<file path="src/rtl/counter_link_if.sv">
// Byte-stream link between the counter link engine and the host byte FIFO.
//   oTxData/oTxValid : outgoing framed bytes (engine -> FIFO)
//   iTxReady         : FIFO accepts the byte this cycle
//   iRxData/iRxValid : host command byte strobe (no backpressure)
// The engine uses the slave modport; the host/FIFO side uses master.
interface counter_link_if;
  logic [7:0] oTxData;
  logic       oTxValid;
  logic       iTxReady;
  logic [7:0] iRxData;
  logic       iRxValid;

  modport slave (
    output oTxData,
    output oTxValid,
    input  iTxReady,
    input  iRxData,
    input  iRxValid
  );

  modport master (
    input  oTxData,
    input  oTxValid,
    output iTxReady,
    output iRxData,
    output iRxValid
  );
endinterface

</file>
<file path="src/rtl/counter_link.sv">
// Host-side link engine for the dual-latch counter block.
// Serialises each newly latched counter value as a frame {tag, NB bytes LSB
// first} onto the byte link, and decodes host command bytes into latch
// request / latch release controls.
//   iCLK, iRST     : clock, synchronous active-high reset
//   iRdyN/iLoN/iHiN: channel N latched-value flag and value
//   oLatchN        : level latch request to channel N
//   oResetLatchN   : one-cycle latch release pulse to channel N
//   oBusy          : transmit engine not idle
//   oRxErr         : one-cycle pulse on a rejected command byte
//   link           : byte stream (slave side)
module counter_link #(
  parameter int unsigned pWIDTH = 40
) (
  input  logic        iCLK,
  input  logic        iRST,
  input  logic        iRdy1,
  input  logic [31:0] iLo1,
  input  logic [31:0] iHi1,
  input  logic        iRdy2,
  input  logic [31:0] iLo2,
  input  logic [31:0] iHi2,
  output logic        oLatch1,
  output logic        oLatch2,
  output logic        oResetLatch1,
  output logic        oResetLatch2,
  output logic        oBusy,
  output logic        oRxErr,
  counter_link_if.slave link
);

  localparam int unsigned NB = pWIDTH / 8;
  localparam int unsigned IW = $clog2(NB);

  typedef enum logic [1:0] {
    ST_IDLE = 2'd0,
    ST_TAG  = 2'd1,
    ST_DATA = 2'd2
  } state_t;

  state_t              state_q, state_d;
  logic [IW-1:0]       idx_q, idx_d;
  logic [pWIDTH-1:0]   shift_q, shift_d;
  logic                chan_q, chan_d;
  logic                sent1_q, sent1_d;
  logic                sent2_q, sent2_d;
  logic [7:0]          tx_data_q, tx_data_d;
  logic                tx_valid_q, tx_valid_d;
  logic                busy_q, busy_d;
  logic                latch1_q, latch1_d;
  logic                latch2_q, latch2_d;
  logic                rst_latch1_q, rst_latch1_d;
  logic                rst_latch2_q, rst_latch2_d;
  logic                rx_err_q, rx_err_d;

  logic                xfer;
  logic                frame_done;

  // Next-state for the transmit engine, sent flags and command decoder.
  always_comb begin
    state_d      = state_q;
    idx_d        = idx_q;
    shift_d      = shift_q;
    chan_d       = chan_q;
    tx_data_d    = tx_data_q;
    tx_valid_d   = tx_valid_q;
    latch1_d     = latch1_q;
    latch2_d     = latch2_q;
    rst_latch1_d = 1'b0;
    rst_latch2_d = 1'b0;
    rx_err_d     = 1'b0;
    frame_done   = 1'b0;
    xfer         = tx_valid_q & link.iTxReady;

    case (state_q)
      ST_IDLE: begin
        // Channel 1 has fixed priority; the value is snapshotted here so
        // later input changes cannot disturb the frame.
        if (iRdy1 && !sent1_q) begin
          chan_d     = 1'b0;
          shift_d    = pWIDTH'({iHi1, iLo1});
          tx_data_d  = 8'h00;
          tx_valid_d = 1'b1;
          state_d    = ST_TAG;
        end else if (iRdy2 && !sent2_q) begin
          chan_d     = 1'b1;
          shift_d    = pWIDTH'({iHi2, iLo2});
          tx_data_d  = 8'h01;
          tx_valid_d = 1'b1;
          state_d    = ST_TAG;
        end
      end
      ST_TAG: begin
        if (xfer) begin
          idx_d     = '0;
          tx_data_d = shift_q[7:0];
          state_d   = ST_DATA;
        end
      end
      ST_DATA: begin
        if (xfer) begin
          if (idx_q == IW'(NB - 1)) begin
            tx_valid_d = 1'b0;
            frame_done = 1'b1;
            state_d    = ST_IDLE;
          end else begin
            // Low byte is on the wire; next byte is the one above it.
            idx_d     = idx_q + IW'(1);
            shift_d   = shift_q >> 8;
            tx_data_d = shift_q[15:8];
          end
        end
      end
      default: begin
        tx_valid_d = 1'b0;
        state_d    = ST_IDLE;
      end
    endcase

    busy_d = (state_d != ST_IDLE);

    // A dropped ready flag re-arms the channel for its next latch event.
    sent1_d = sent1_q | (frame_done & ~chan_q);
    sent2_d = sent2_q | (frame_done & chan_q);
    if (!iRdy1) sent1_d = 1'b0;
    if (!iRdy2) sent2_d = 1'b0;

    // Latch request drops the cycle after its release pulse.
    if (rst_latch1_q) latch1_d = 1'b0;
    if (rst_latch2_q) latch2_d = 1'b0;

    if (link.iRxValid) begin
      case (link.iRxData)
        8'h00: begin
          // Ack counts only if the channel is still latched and was sent.
          if (sent1_q && iRdy1) rst_latch1_d = 1'b1;
          else                  rx_err_d     = 1'b1;
        end
        8'h01: begin
          if (sent2_q && iRdy2) rst_latch2_d = 1'b1;
          else                  rx_err_d     = 1'b1;
        end
        8'h02:   latch1_d = 1'b1;
        8'h03:   latch2_d = 1'b1;
        default: rx_err_d = 1'b1;
      endcase
    end
  end

  // State and output registers.
  always_ff @(posedge iCLK) begin
    if (iRST) begin
      state_q      <= ST_IDLE;
      idx_q        <= '0;
      shift_q      <= '0;
      chan_q       <= 1'b0;
      sent1_q      <= 1'b0;
      sent2_q      <= 1'b0;
      tx_data_q    <= '0;
      tx_valid_q   <= 1'b0;
      busy_q       <= 1'b0;
      latch1_q     <= 1'b0;
      latch2_q     <= 1'b0;
      rst_latch1_q <= 1'b0;
      rst_latch2_q <= 1'b0;
      rx_err_q     <= 1'b0;
    end else begin
      state_q      <= state_d;
      idx_q        <= idx_d;
      shift_q      <= shift_d;
      chan_q       <= chan_d;
      sent1_q      <= sent1_d;
      sent2_q      <= sent2_d;
      tx_data_q    <= tx_data_d;
      tx_valid_q   <= tx_valid_d;
      busy_q       <= busy_d;
      latch1_q     <= latch1_d;
      latch2_q     <= latch2_d;
      rst_latch1_q <= rst_latch1_d;
      rst_latch2_q <= rst_latch2_d;
      rx_err_q     <= rx_err_d;
    end
  end

  assign link.oTxData  = tx_data_q;
  assign link.oTxValid = tx_valid_q;
  assign oBusy         = busy_q;
  assign oLatch1       = latch1_q;
  assign oLatch2       = latch2_q;
  assign oResetLatch1  = rst_latch1_q;
  assign oResetLatch2  = rst_latch2_q;
  assign oRxErr        = rx_err_q;

endmodule

</file>
<file path="src/flat_wrapper.sv">
// flat-port wrapper written by rule: the top's interface ports become plain ports
module counter_link_flat 
#(
  parameter int unsigned pWIDTH = 40
)
  (iCLK, iRST, iRdy1, iLo1, iHi1, iRdy2, iLo2, iHi2, oLatch1, oLatch2, oResetLatch1, oResetLatch2, oBusy, oRxErr, link_oTxData, link_oTxValid, link_iTxReady, link_iRxData, link_iRxValid);
  counter_link_if link_i ();
  input  logic iCLK;
  input  logic iRST;
  input  logic iRdy1;
  input  logic [31:0] iLo1;
  input  logic [31:0] iHi1;
  input  logic iRdy2;
  input  logic [31:0] iLo2;
  input  logic [31:0] iHi2;
  output logic oLatch1;
  output logic oLatch2;
  output logic oResetLatch1;
  output logic oResetLatch2;
  output logic oBusy;
  output logic oRxErr;
  output wire logic [$bits(link_i.oTxData)-1:0] link_oTxData;
  output wire logic [$bits(link_i.oTxValid)-1:0] link_oTxValid;
  input wire logic [$bits(link_i.iTxReady)-1:0] link_iTxReady;
  input wire logic [$bits(link_i.iRxData)-1:0] link_iRxData;
  input wire logic [$bits(link_i.iRxValid)-1:0] link_iRxValid;
  assign link_oTxData = link_i.oTxData;
  assign link_oTxValid = link_i.oTxValid;
  assign link_i.iTxReady = link_iTxReady;
  assign link_i.iRxData = link_iRxData;
  assign link_i.iRxValid = link_iRxValid;
  counter_link #(.pWIDTH(pWIDTH)) u_core (.iCLK(iCLK), .iRST(iRST), .iRdy1(iRdy1), .iLo1(iLo1), .iHi1(iHi1), .iRdy2(iRdy2), .iLo2(iLo2), .iHi2(iHi2), .oLatch1(oLatch1), .oLatch2(oLatch2), .oResetLatch1(oResetLatch1), .oResetLatch2(oResetLatch2), .oBusy(oBusy), .oRxErr(oRxErr), .link(link_i));
endmodule
</file>
<file path="config.mk">
export PLATFORM = sky130hd
export DESIGN_NAME = counter_link_flat
export DESIGN_NICKNAME = d
export VERILOG_FILES = /design/src/rtl/counter_link_if.sv /design/src/rtl/counter_link.sv /design/src/flat_wrapper.sv
export SDC_FILE = /design/constraint.sdc
export NUM_CORES = 1
export LEC_CHECK = 0
export BUFFER_PORTS_ARGS = -buffer_cell sky130_fd_sc_hd__clkbuf_2
export CAP_MARGIN = 25
export CORE_MARGIN = 10
export CORE_UTILIZATION = 53
export CTS_BUF_LIST = sky130_fd_sc_hd__clkbuf_4 sky130_fd_sc_hd__clkbuf_8
export CTS_CLUSTER_DIAMETER = 80
export DETAILED_ROUTE_END_ITERATION = 6
export HOLD_SLACK_MARGIN = 0.06
export PLACE_DENSITY = 0.91
export SLEW_MARGIN = 20
export SYNTH_ARGS = -nofsm -noshare
export SYNTH_HDL_FRONTEND = slang
export SYNTH_SLANG_ARGS = --single-unit
</file>
<file path="constraint.sdc">
create_clock -name iCLK -period 3.8 [get_ports iCLK]
set_input_delay 0.38 -clock iCLK [delete_from_list [all_inputs] [get_ports iCLK]]
set_output_delay 0.38 -clock iCLK [all_outputs]
set_load 0.03 [all_outputs]
</file>
==> results.cfg <==
[status]
status = complete, no violations

[pwr]
powerDensity_nw_per_um2 = 411
switching_share = 0.298
p_sw_w = 0.000526
share_seq_of_total_power = 0.433
p_clk_frac = 0.332
irDropWorstVdd_uv = 219
p_int_w = 0.00124
pwr-share-comb = 0.235
p_leak_nw = 1.65

[logic_synthesis]
syn_inst = 407
yosys_warnings = 0
ys_ff_latch = 63
synth_area_leaders = dfxtp_1 (35%), mux2_2 (10%), a21oi_1 (8.1%)
synth_area_leader_cell = dfxtp_1
synth_cell_type_count = 45
synth_nets = 555
synthesis.area_um2 = 3570
yosysTopAreaCellShare = 0.353
seq_area_frac_synth = 0.353
synth.avg_cell_area_um2 = 8.77

[critical_path]
critPathCaptureType = flip-flop
cp_cell_sequence = inv_1 -> ha_2 -> buf_4 -> a22oi_1 -> or4b_1 -> a21oi_1
r2r_end = u_core.link.oTxData[2]
critPathBufInv = 2
crit_fanout = 74
cp_slowest_cell = buf_4
cp.depth = 6
r2r_cells = 6
critical_path_class = reg2reg
reg2reg_slack_ns = 1.38
arrival_ns = 2.70
cp_top_family = buffers and inverters
required_ns = 4.08
crit_path_start_kind = flip-flop
r2r-start = u_core.state_q[0]
slowest_delay_ns = 0.63

[die]
die_h_um = 102
io-pin-count = 157
start_util = 0.553
core_area_um2 = 6460
die_w_um = 102
die_area_um2 = 10400
rows = 29

[finish]
multi_input_area_um2 = 2110
diodes = 0
mostFrequentLayoutCells = clkbuf_2 (108), dfxtp_1 (63), a21oi_1 (58)
final_common_cell = clkbuf_2
seq_area_um2 = 1260
drive_above_1_share = 0.353
utilization = 0.665
fill_cells = 551
nNetsFinal = 640
area_growth_pct = 20.3

[clock_tree]
holdBufCountCts = 0
cts_tree = built
h-tree-depth = 3
cts-root-buf = clkbuf_8
clock_latency_ns = 0.35
cts_resized = 0
clk_path_buf_depth = 2
cts.sinks = 63
post_cts_buffers = 0
cts_buffers = 9
clk_pin_slew_ns = 0.07

[timing]
rsz0062_at_grt = false
finalSetupViolations = 0
hold_viol = 0
fin_crit_sh = 0.638
max_slew_margin = 0.473
period_minus_slack_ns = 2.42
tightest_slew_ns = 0.788
drv_slew = 0
clock.fmax_ghz = 0.413
setup_tns_ns = 0
fin_worst_skew_ns = 0.00757

[route]
drt_iter0_drc = 253
drt-vias-per-instance = 6.16
first_pass_iters = 5
postRouteAntennaNets = 0
wirelength_um = 9990
wl_per_cell_um = 17.4
route.detailed.drc = 0
num_vias = 3530

[hold_path]
holdPathStages = 2
min_from = link_iRxData[0]
whs_endpoint = u_core.oResetLatch1
hp-class = in2reg

[placement]
globalplace.congestion = 0.849
port_buffers = 108
dp.final_hpwl_um = 7020

[grt]
grt_pass1_vias = 3580
grt_first_pass_wirelength_um = 16400
grt_max_degree = 75
antenna_found_initial = 0
grtUsageTotal = 0.195
grt_overflow = 0

[job]
cap_viol_max_count = 0
[per-stage QoR]
| stage | cell area, um2 | hold WS (ns) | setup WS [ns] | power, W | std cells |
|---|---|---|---|---|---|
| 2_1_floorplan | 3570 | 0.444 | 1.98 | 0.00106 | 407 |
| 3_3_place_gp | 4090 | 0.454 | 1.35 | 0.00117 | 557 |
| 3_5_place_dp | 4100 | 0.459 | 1.43 | 0.00118 | 558 |
| 4_1_cts | 4300 | 0.261 | 1.40 | 0.00176 | 573 |
| 5_1_grt | 4300 | 0.295 | 1.18 | 0.00185 | 573 |
| 6_report | 4300 | 0.275 | 1.38 | 0.00176 | 573 |
[how the worst max path moves through the flow]
stage                      startpoint                     end
finish              u_core.state_q[0]  u_core.link.oTxData[2]
global route        u_core.state_q[0]  u_core.link.oTxData[2]
CTS                 u_core.state_q[0]  u_core.link.oTxData[2]
detailed placement  u_core.state_q[0]  u_core.link.oTxData[2]
global placement    u_core.state_q[0]      u_core.shift_q[30]
floorplan           u_core.state_q[0]  u_core.link.oTxData[2]
[cell families after synthesis]
kind of cell | count (synthesis) | synth area share
simple gates | 88 | 0.158
fa+ha+maj | 6 | 0.0210
compound gates | 161 | 0.283
flops | 63 | 0.353
mux | 40 | 0.123
buf+inv | 49 | 0.0606
[area by class of cell]
class | instances | share of cell area
clock buffer | 11 | 0.0352
inverter | 7 | 0.00612
clock inverter | 4 | 0.0105
tap | 77 | 0.0224
multi-input combinational | 295 | 0.491
sequential | 63 | 0.294
timing repair buffer | 116 | 0.141
[cell usage after synthesis, drive strengths merged]
cell and count:
a2111oi 2, a211oi 3, a21oi 58, a221oi 1, a22oi 8, a31o 1
a31oi 1, a41oi 1, and2 1, and2b 2, buf 14, clkbuf 28
dfxtp 63, ha 6, inv 7, mux2 32, mux2i 8, nand2 9
nand2b 37, nand3 5, nand3b 1, nand4 2, nand4b 1, nor2 4
nor2b 2, nor3 4, nor3b 2, o2111ai 32, o211ai 1, o21ai 50
o2bb2ai 1, o311ai 1, o41ai 1, or2 2, or4 9, or4b 7
[flip-flops by register name (all words and copies together), names as in the netlist, 2 cells and up]
| signal | count |
|---|---|
| u_core.shift_q | 40 |
| u_core.link.oTxData | 8 |
| u_core.idx_q | 3 |
| u_core.state_q | 2 |
[power groups by stage]
| stage | clock (W) | sequential, W | combinational, W |
|---|---|---|---|
| 2_1_floorplan | 0 | 0.000779 | 0.000280 |
| 3_3_place_gp | 0 | 0.000772 | 0.000394 |
| 3_5_place_dp | 0 | 0.000776 | 0.000407 |
| 4_1_cts | 0.000589 | 0.000762 | 0.000412 |
| 5_1_grt | 0.000619 | 0.000770 | 0.000460 |
| 6_report | 0.000585 | 0.000764 | 0.000415 |
[metal layers]
metal | global-route usage | share of wire | up-vias
li1 | - | - | 1697
met1 | 0.221 | 0.41 | 1651
met2 | 0.329 | 0.49 | 156
met3 | 0.0499 | 0.074 | 26
met4 | 0.105 | 0.032 | 0
met5 | 0 | 0 | -
(Power assumes the default switching activity.)
